[src/rtl/uart_tx_port.sv]
// 8N1 serial transmitter fed from a datapath output port.
// Bytes queue in a small FIFO; status exposes ovf/full/empty/busy.
module uart_tx_port #(
  parameter int DIV   = 16,
  parameter int DEPTH = 4
) (
  input  logic       clk,
  input  logic       reset,
  input  logic       wr_en,
  input  logic [7:0] data_in,
  input  logic       clr_ovf,
  output logic       tx,
  output logic       tx_done,
  output logic [7:0] status
);

  localparam int CW = $clog2(DIV);
  localparam int AW = $clog2(DEPTH);
  localparam logic [CW-1:0] CNT_TOP  = CW'(DIV - 1);
  localparam logic [CW-1:0] CNT_ONE  = CW'(1);
  localparam logic [AW:0]   FULL_CNT = (AW+1)'(DEPTH);
  localparam logic [AW:0]   CNT_INC  = (AW+1)'(1);
  localparam logic [AW-1:0] PTR_INC  = AW'(1);

  typedef enum logic [1:0] {
    IDLE,
    START,
    DATA,
    STOP
  } state_t;

  state_t        state_q;
  logic [7:0]    mem_q [DEPTH];
  logic [AW-1:0] rd_q, wr_q;
  logic [AW:0]   count_q, count_d;
  logic [7:0]    shift_q;
  logic [CW-1:0] cnt_q;
  logic [2:0]    bit_q;
  logic          tx_q, done_q, ovf_q;
  logic          empty, full, push, pop, bit_end;

  assign empty   = (count_q == '0);
  assign full    = (count_q == FULL_CNT);
  assign bit_end = (cnt_q == '0);
  assign push    = wr_en && !full;
  // Pop either from IDLE or on the STOP exit edge, so frames chain with no gap.
  assign pop     = !empty &&
                   ((state_q == IDLE) || (state_q == STOP && bit_end));

  always_comb begin
    count_d = count_q;
    unique case ({push, pop})
      2'b10:   count_d = count_q + CNT_INC;
      2'b01:   count_d = count_q - CNT_INC;
      default: count_d = count_q;
    endcase
  end

  always_ff @(posedge clk) begin
    if (push) mem_q[wr_q] <= data_in;
  end

  always_ff @(posedge clk or posedge reset) begin
    if (reset) begin
      rd_q    <= '0;
      wr_q    <= '0;
      count_q <= '0;
      ovf_q   <= 1'b0;
    end else begin
      if (push) wr_q <= wr_q + PTR_INC;
      if (pop)  rd_q <= rd_q + PTR_INC;
      count_q <= count_d;
      if (wr_en && full)  ovf_q <= 1'b1;
      else if (clr_ovf)   ovf_q <= 1'b0;
    end
  end

  always_ff @(posedge clk or posedge reset) begin
    if (reset) begin
      state_q <= IDLE;
      shift_q <= '0;
      cnt_q   <= '0;
      bit_q   <= '0;
      tx_q    <= 1'b1;
      done_q  <= 1'b0;
    end else begin
      done_q <= 1'b0;
      unique case (state_q)
        IDLE: begin
          if (pop) begin
            shift_q <= mem_q[rd_q];
            cnt_q   <= CNT_TOP;
            tx_q    <= 1'b0;
            state_q <= START;
          end
        end
        START: begin
          if (bit_end) begin
            cnt_q   <= CNT_TOP;
            bit_q   <= '0;
            tx_q    <= shift_q[0];
            state_q <= DATA;
          end else begin
            cnt_q <= cnt_q - CNT_ONE;
          end
        end
        DATA: begin
          if (bit_end) begin
            cnt_q <= CNT_TOP;
            if (bit_q == 3'd7) begin
              tx_q    <= 1'b1;
              state_q <= STOP;
            end else begin
              shift_q <= shift_q >> 1;
              tx_q    <= shift_q[1];
              bit_q   <= bit_q + 3'd1;
            end
          end else begin
            cnt_q <= cnt_q - CNT_ONE;
          end
        end
        STOP: begin
          if (bit_end) begin
            cnt_q <= CNT_TOP;
            if (pop) begin
              shift_q <= mem_q[rd_q];
              tx_q    <= 1'b0;
              state_q <= START;
            end else begin
              tx_q    <= 1'b1;
              state_q <= IDLE;
            end
          end else begin
            cnt_q  <= cnt_q - CNT_ONE;
            // Registered, so raise it one cycle early to land on the last stop cycle.
            done_q <= (cnt_q == CNT_ONE);
          end
        end
        default: state_q <= IDLE;
      endcase
    end
  end

  assign tx      = tx_q;
  assign tx_done = done_q;
  assign status  = {4'b0000, ovf_q, full, empty, state_q != IDLE};

endmodule

[config.mk]
export PLATFORM = sky130hd
export DESIGN_NAME = uart_tx_port
export DESIGN_NICKNAME = d
export VERILOG_FILES = /design/src/rtl/uart_tx_port.sv
export SDC_FILE = /design/constraint.sdc
export NUM_CORES = 1
export LEC_CHECK = 0
export ABC_AREA = 1
export ABC_CLOCK_PERIOD_IN_PS = 2300
export CAP_MARGIN = 20
export CORE_ASPECT_RATIO = 1.75
export CORE_MARGIN = 2
export CORE_UTILIZATION = 25
export DETAILED_ROUTE_END_ITERATION = 6
export DONT_BUFFER_PORTS = 1
export GPL_ROUTABILITY_DRIVEN = 0
export SLEW_MARGIN = 20
export SYNTH_ARGS = -nofsm -noshare
export SYNTH_HDL_FRONTEND = slang
export SYNTH_SLANG_ARGS = --single-unit
[constraint.sdc]
create_clock -name clk -period 2.3 [get_ports clk]
set_input_delay 0.23 -clock clk [delete_from_list [all_inputs] [get_ports clk]]
set_output_delay 0.23 -clock clk [all_outputs]
set_load 0.01 [all_outputs]
; ---- After elaboration in Yosys (flattened, before gate mapping)
; Memories as Yosys holds them, arrays and structs flattened.
; Cells that the tools add are included.
[word_totals]
ff_bits = 27
latch_bits = 0
mem_bits_rw = 32
rom_bits = 0
input_bits = 12
output_inout_bits = 10
wordCells = 84
n_memories = 1
[classes]
addsub = 6
multipliers = 0
div = 0
n_lt_le_gt_ge = 0
n_eq_ne = 14
n_shift = 0
mux = 33
bitwise = 0
reduce_logical = 20
[memory_table]
columns = name, words, width, rd, rd_ports_with_merged_regs, wr, line_no
row1 = mem_q, 4, 8, 1, 0, 1, 33  ; logic [7:0] mem_q [DEPTH];
[ops]
columns = cell, n
row1 = 8-bit 2-to-1 mux, 4
row2 = 8-bit case mux with 3 select lines, 1
row3 = 1-bit 2-to-1 mux, 13
row4 = 2-bit != test (second input constant), 6
row5 = 3-bit case mux with 2 select lines, 2
row6 = 4-bit AND reduction, 3
row7 = 2-bit 2-to-1 mux, 5
row8 = 3-bit 2-to-1 mux, 3
row9 = 4-bit 2-to-1 mux, 2
row10 = 2-bit case mux with 4 select lines, 1
row11 = 4-bit case mux with 2 select lines, 1
row12 = 2-bit nonzero test, 4
row13 = 3-bit by 1-bit adder with 3-bit output (second input constant), 2
row14 = 2-bit equality test (second input constant), 3
row15 = 3-bit equality test (second input constant), 2
row16 = 5-bit AND reduction, 1
row17 = 2-bit by 1-bit adder with 2-bit output (second input constant), 2
row18 = 2-bit by 1-bit equality test with 1-bit output (second input constant), 2
row19 = 4-bit by 1-bit equality test with 1-bit output (second input constant), 1
row20 = 1-bit logical AND, 4
row21 = 4-bit logical NOT, 1
row22 = 1-bit case mux with 4 select lines, 1
row23 = 4-bit by 1-bit subtractor with 4-bit output (second input constant), 1
row24 = 3-bit logical NOT, 1
row25 = other kinds (6), 7

; ---- Logic depth before layout (Yosys ltp)
; Gate-level depths: netlist (run 1).
[logic_depth]
depth_word = 7
mapped_depth = 12
mapped_depth_nobuf = 12

; ---- Worst setup path after synthesis (run 1)
; No wires, ideal clock.
[synth_timing]
kind = register to register
startpoint = reg cnt_q[0]
endpoint = reg count_q[2]
setup_ps = 131
arrival_ps = 1931
t_required_ps = 2169
slack_ps = 238
path_stages_with_launch = 13
n_path_buf = 0
period_less_slack_ps = 2062
cell_sequence = dfrtp_1 > inv_1 > ha_1 > nand3_1 > nand2_2 > nand2_4 > inv_1 > ha_1 > inv_1 > fa_1 > a21oi_1 > o21ai_0 > xor2_1
[synth_via]
elab_chain_len = 6
elab_cells_between_ends = 8
cone_classes = eq/ne: 2 / mux: 1 / reduce/logical: 5
[synth_rtl]
columns = element, line_no
row1 = from (decl), 37  ; logic [CW-1:0] cnt_q;
row2 = from (signal assigned), 104  ; cnt_q <= cnt_q - CNT_ONE;
row3 = from (signal assigned), 119  ; cnt_q <= cnt_q - CNT_ONE;
row4 = from (signal assigned), 134  ; cnt_q <= cnt_q - CNT_ONE;
row5 = 4-bit logical NOT *, 44  ; assign bit_end = (cnt_q == '0);
row6 = 1-bit logical AND *, 48  ; ((state_q == IDLE) || (state_q == STOP && bit_end));
row7 = 1-bit logical OR *, 48
row8 = 1-bit logical AND *, 47  ; assign pop = !empty &&
row9 = net pop, 40  ; logic empty, full, push, pop, bit_end;
row10 = 2-bit by 1-bit equality test with 1-bit output / 2-bit equality test (equally long branches), 52  ; unique case ({push, pop})
row11 = 3-bit case mux with 2 select lines / 2-bit nonzero test (equally long branches), n/a
row12 = to (signal assigned), 72  ; count_q <= count_d;
row13 = to (decl), 35  ; logic [AW:0] count_q, count_d;
; Mark *: on every way through the listed nets, which the timed path passes. The rest lies on a longest branch.
; A chain may end at the register's enable or synchronous reset.

; ---- Worst setup path after layout (run 1)
[layout_timing]
startpoint = reg cnt_q[1]
endpoint = reg count_q[2]
; Same word-level chain as after synthesis.

==> flow_summary.yaml, run 1 <==
layout:
  antennaDiodeCount: 0
  nets: 348
  layout_commonest_cell: "nand2_1"
  post-route-util_pct: 30.50
  drive_gt1_share_pct: 13.85
  synthToLayoutAreaGrowth_pct: 20.51
  stdcell_count: 460
  layout_common_cells: "90 x nand2_1, 36 x nand3_1, 32 x inv_1, 32 x edfxtp_1, 25 x dfrtp_1"
place:
  dpl.cell_count: 433
  dp_hpwl_um: 4277
  portBuffers: 0
power_and_ir_drop:
  intPower_w: 0.002392
  comb_power_share_pct: 12.8
  p_clk_share_pct: 45.0
  pwr-share-seq_pct: 42.2
  leakage_nw: 1.572
  switching_share_pct: 25.76
  p_switching_w: 0.0008301
  p_per_area_nw_per_um2: 922.8
  max-vdd-ir-drop_mv: 0.3662
worst_setup_path:
  end_kind: "flip-flop"
  cp_common_cell: "inv_1"
  crit_slowest_cell: "dfrtp_1"
  slowest_delay_ns: 0.36
  critPathKind: "reg2reg"
  critPathArrivalTime_ns: 2.29
  cp_max_fo: 5
  cp.required_ns: 2.50
  worstPathCellList: "inv_1 > ha_1 > nand3_1 > nand2_2 > nand2_4 > inv_1 > ha_1 > inv_1 > fa_2 > a21oi_1 > o21ai_0 > xor2_1"
  worst_setup_path_start_kind: "flip-flop"
  crit_family: "adder cells"
  crit_buf_inv: 3
routing:
  route.final.wire_length_um: 5801
  antenna_left: 0
  wl_per_cell_um: 12.61
  routed.top_layer: "met4"
  route.met2.wl_um: 3379
  met3_length_um: 169
  first_pass_iters: 4
  drc_errors: 0
  post_drt_via_cell_ratio: 4.326
  via_count: 1990
  drt_iter0_drc: 109
  drt-met1-wl_um: 2037
floorplanning:
  fp.dieW_um: 85.39
  start_util_pct: 25.31
  ios: 22
  core_um2: 11450
  die_area_um2: 12500
  die_h_um: 146.4
  rows: 52
grt:
  grt_pass1_vias: 2064
  grt_max_degree: 28
  overflow: 0
  grt_usage_pct: 10.12
  antenna_found_initial: 0
  grt_pass1_wl_um: 9715
clock_network:
  cts_inserted_buffers: 9
  cts.sinks: 59
  htreeDepth: 3
  clk_latency_ns: 0.33
  clkTransAtPathRegs_ns: 0.05
  cts_tree: "yes"
  clock_path_buffers: 2
  root_buffer: "clkbuf_16"
hold_path:
  holdCritPathClass: "in2reg"
synthesis:
  synth_area_leaders: "edfxtp_1 33%, dfrtp_1 22%, nand2_1 12%"
  yosysUniqueCellTypes: 30
  syn_inst: 298
  synth_top_area_cell: "edfxtp_1"
  syn-mean-instance-area_um2: 9.724
  ys.warnings.count: 0
  syn_area_um2: 2898
  yosysSeqAreaShare_pct: 56.52
  synth_seq_cells: 59
  synth_top_area_share_pct: 33.16
timing:
  timing.final.crit_share_pct: 90.70
  slew_headroom_pct: 55.81
  finalSetupViolCount: 0
  final-hold-violation-count: 0
  finalCriticalPeriod_ns: 2.086
  worstMarginPinSlew_ns: 0.6628
  slew_violations: 0
  fin_worst_skew_ns: 0.006125
  fmax_ghz: 0.4793
outcome:
  status: "finished, final reports clean"
job:
  cap_viol_max_count: 0
registers in the layout (all words and copies together), names as in the netlist, 2 cells and up:
name,cells
bit_q,3
cnt_q,4
count_q,3
mem_q,32
rd_q,2
shift_q,8
state_q,2
wr_q,2
power groups by stage:
stage	logic, W	clock network (W)	registers [W]
after floorplan	0.000309	0	0.00136
after global placement	0.000382	0	0.00137
after detailed placement	0.000398	0	0.00138
after CTS	0.000419	0.00147	0.00136
after global routing	0.000481	0.00152	0.00138
final	0.000411	0.00145	0.00136
worst register-to-register path, stage by stage, from the launching register on:
cell     delay [ns]
dfrtp_1        0.36
inv_1          0.11
ha_1           0.19
nand3_1        0.09
nand2_2        0.10
nand2_4        0.08
inv_1          0.08
ha_1           0.13
inv_1          0.07
fa_2           0.34
a21oi_1        0.14
o21ai_0        0.11
xor2_1         0.16
synth_stat cells (all sizes together):
master	instances
ha	15
xnor2	2
dfstp	1
dfrtp	26
xor2	4
nor2	12
nand3	37
fa	1
nand4	1
a22oi	2
clkinv	1
a21oi	5
nand2	95
o31ai	1
edfxtp	32
conb	1
a31oi	1
inv	37
buf	12
o21ai	12
final timing paths:
check | start | slack [ns] | endpoint | depth (start not counted)
worst min register to register | shift_q[2] | 0.48 | shift_q[2] | 2
worst max register to register | cnt_q[1] | 0.21 | count_q[2] | 12
worst max-delay path | cnt_q[1] | 0.21 | count_q[2] | 12
worst min-delay path | clr_ovf | 0.007 | ovf_q | 1
max in group asynchronous | reset | 1.58 | tx | 3
min in group asynchronous | reset | 0.41 | ovf_q | 3
metrics by stage:
stage | instance area [um2] | hold WS [ns] | setup TNS [ns] | power, W | worst slack (ns)
finish | 3492 | 0.006512 | 0 | 0.003223 | 0.2138
global route | 3492 | 0.02577 | -0.008837 | 0.003377 | -0.008837
CTS | 3473 | 0.003084 | 0 | 0.003252 | 0.08118
detailed placement | 3057 | 0.2145 | 0 | 0.001780 | 0.09932
global placement | 3057 | 0.2110 | 0 | 0.001756 | 0.2054
floorplan | 2909 | 0.2820 | 0 | 0.001669 | 0.2381
timing repair:
action	CTS	global route
hold buffers	9	0
hold endpoints to repair	58	0
endpoints found under the setup margin	0	1
setup buffers	0	2
gates resized for setup	0	4
layout make-up:
cell class              instances  area [um2]
clock buffers                   9       225.2
clock inverters                 7       101.3
fillers                      1177        7959
inverters                      38       146.4
multi-input cells             192        1039
flip-flops and latches         59        1639
well taps                     135       168.9
repair buffers                 20       172.7
kinds of logic (layout without fill, tap and decap cells):
group           after synthesis  after routing  synth area share, %
buf+inv                      50             74                8.117
simple gates                145            145                21.93
xor+xnor                      6              6                1.813
fa+ha+maj                    16             16                7.168
compound gates               21             21                4.318
other cells                   1              4               0.1294
flops                        59             59                56.52
per-layer routing:
metal,vias to the layer above,global-route usage (%)
met5,-,0
met3,18,2.487
met4,0,6.587
li1,995,-
met1,944,9.307
met2,33,18.98
Note: power is estimated with default switching activity, not from simulation.
==> run 2: changes to the inputs <==
Settings changed: ABC_CLOCK_PERIOD_IN_PS 2300 to 2700.
Clock period 2.3 ns to 2.7 ns, I/O delays scaled along.
==> run 2 against run 1 <==
- via count down 3.5%
- clock-buffer cell count did not move
- total power shrank 21%
- clock power is 25% lower
- clock skew about the same
- maximum frequency down 6.3%
- die area did not move
- register-to-register slack gained 0.26 ns
- non-clock buffer count decreased by 17
- largest power group is now registers
==> flow_summary.yaml, run 2 (synthesis gave the netlist of run 1 again) <==
layout:
  regMostFlops: "mem_q"
  largest_reg_flops: 32
  layout_common_cells: "90 x nand2_1, 36 x nand3_1, 33 x inv_1"
  fill_cells: 1206
  synthToLayoutAreaGrowth_pct: 13.82
  drive_gt1_share_pct: 9.740
  reg_top3: "mem_q x32, shift_q x8, cnt_q x4"
  layout_commonest_cell: "nand2_1"
  nets: 331
  antennaDiodeCount: 0
  post-route-util_pct: 28.80
timing:
  worstMarginPinSlew_ns: 0.7743
  hold-worst-slack_ns: 0.03387
  rsz0062_at_grt: "no"
  fin_worst_skew_ns: 0.005656
  final-hold-violation-count: 0
  timing.final.crit_share_pct: 82.51
  finalSetupViolCount: 0
  slew_violations: 0
  finalCriticalPeriod_ns: 2.228
  slew_headroom_pct: 48.19
  tns_ns: 0
  fmax_ghz: 0.4489
routing:
  route.final.wire_length_um: 5604
  drt-met1-wl_um: 1894
  wl_per_cell_um: 12.65
  met3_length_um: 230
  post_drt_via_cell_ratio: 4.336
  via_count: 1921
  drc_errors: 0
  route.met2.wl_um: 3229
  routed.top_layer: "met4"
  drt_iter0_drc: 77
  first_pass_iters: 4
  antenna_left: 0
grt:
  overflow: 0
  grt_pass1_wl_um: 9480
  antenna_found_initial: 0
  grt_max_degree: 28
  grt_usage_pct: 9.988
  grt_pass1_vias: 2088
worst_setup_path:
  critPathKind: "reg2reg"
  cp.required_ns: 2.91
  r2r_cells: 12
  crit_end: "count_q[2]"
  critPathArrivalTime_ns: 2.43
  end_kind: "flip-flop"
  cp_common_cell: "inv_1"
  cp-startpoint: "state_q[1]"
  r2r_slack_ns: 0.47
  cp_max_fo: 6
  worstPathCellList: "inv_1 > ha_1 > inv_1 > nand2_2 > nand2_4 > inv_1 > ha_1 > inv_1 > fa_1 > a21oi_1 > o21ai_0 > xor2_1"
  worst_setup_path_start_kind: "flip-flop"
  slowest_delay_ns: 0.41
  crit_slowest_cell: "dfrtp_1"
  r2r_end: "count_q[2]"
  rr_startpoint: "state_q[1]"
power_and_ir_drop:
  max-vdd-ir-drop_mv: 0.4073
  leakage_nw: 1.481
  p_switching_w: 0.0006547
  comb_power_share_pct: 12.0
  switching_share_pct: 25.62
  finalPower_w: 0.002556
  p_clk_share_pct: 42.7
  p_per_area_nw_per_um2: 774.9
  intPower_w: 0.001901
  pwr-share-seq_pct: 45.3
floorplanning:
  die_h_um: 146.4
  core_um2: 11450
  ios: 22
  start_util_pct: 25.31
  die_area_um2: 12500
  rows: 52
  fp.dieW_um: 85.39
clock_network:
  clk_latency_ns: 0.33
  cts.sinks: 59
  cts_tree: "yes"
  postCtsSetupRepairBufs: 0
  clock_path_buffers: 2
  cts_inserted_buffers: 9
  htreeDepth: 3
  clkTransAtPathRegs_ns: 0.05
  root_buffer: "clkbuf_16"
job:
  cap_viol_max_count: 0
place:
  portBuffers: 0
  dp_hpwl_um: 4174
outcome:
  status: "finished, final reports clean"
hold_path:
  holdCritPathClass: "in2reg"
## run 2: changes by cell type in the layout (fill, tap and decap cells not counted), sizes merged
cell | previous run | this run
buf | 11 | 2
dlygate4sd3 | 9 | 1
clkinv | 3 | 6
bufinv | 2 | 1
clkinvlp | 2 | 1
inv | 38 | 37
## run 2: cell type report
type	instances	area (um2)	share of cell area, %
clock buffers	9	225.2	6.829
clock inverters	7	58.81	1.783
inverters	38	146.4	4.439
multi-input cells	192	1036	31.41
flip-flops and latches	59	1638	49.66
well taps	135	168.9	5.121
repair buffers	3	25.02	0.7587
## run 2: timing repair
| action | CTS | global route |
|---|---|---|
| hold buffers | 0 | 1 |
| resized for setup | 0 | 0 |
| hold endpoints to repair | 0 | 26 |
## run 2: worst max-delay path: cells and delay by family (launching register included)
kind	cells	cell delay, ns
AND/OR/NAND/NOR	2	0.19
AO/OA/AOI/OAI	2	0.25
buffers and inverters	4	0.40
flip-flops	1	0.41
XOR/XNOR	1	0.15
adder cells (fa/ha/maj)	3	0.70
## run 2: per-stage QoR
| step | instances | setup slack (ns) | area [um2] |
|---|---|---|---|
| global placement | 426 | 0.5229 | 3004 |
| finish | 443 | 0.4724 | 3298 |
| global route | 443 | 0.2471 | 3298 |
| floorplan | 301 | 0.6381 | 2909 |
| detailed placement | 426 | 0.4644 | 3004 |
| CTS | 442 | 0.4557 | 3288 |
## run 2: routing by layer
| metal | GRT usage (%) | vias up |
|---|---|---|
| met1 | 8.270 | 906 |
| met5 | 0 | - |
| met4 | 8.175 | 0 |
| li1 | - | 961 |
| met3 | 2.713 | 16 |
| met2 | 18.71 | 38 |
## run 2: worst min path at each step
stage               cells past startpoint          end  slack, ns  startpoint
floorplan                               1     bit_q[0]       0.32       reset
global placement                        0  mem_q[1][2]       0.37  data_in[2]
detailed placement                      0  mem_q[2][7]       0.37  data_in[7]
CTS                                     0  mem_q[0][3]       0.02  data_in[3]
global route                            0  mem_q[2][0]       0.02  data_in[0]
finish                                  0  mem_q[2][0]       0.03  data_in[0]
## run 2: power by group through the flow
| stage | registers [W] | clock network, W | logic [W] |
|---|---|---|---|
| after global routing | 0.00117 | 0.00114 | 0.000365 |
| final | 0.00116 | 0.00109 | 0.000307 |
| after detailed placement | 0.00118 | 0 | 0.000315 |
| after global placement | 0.00117 | 0 | 0.000309 |
| after CTS | 0.00116 | 0.00111 | 0.000316 |
| after floorplan | 0.00116 | 0 | 0.000264 |
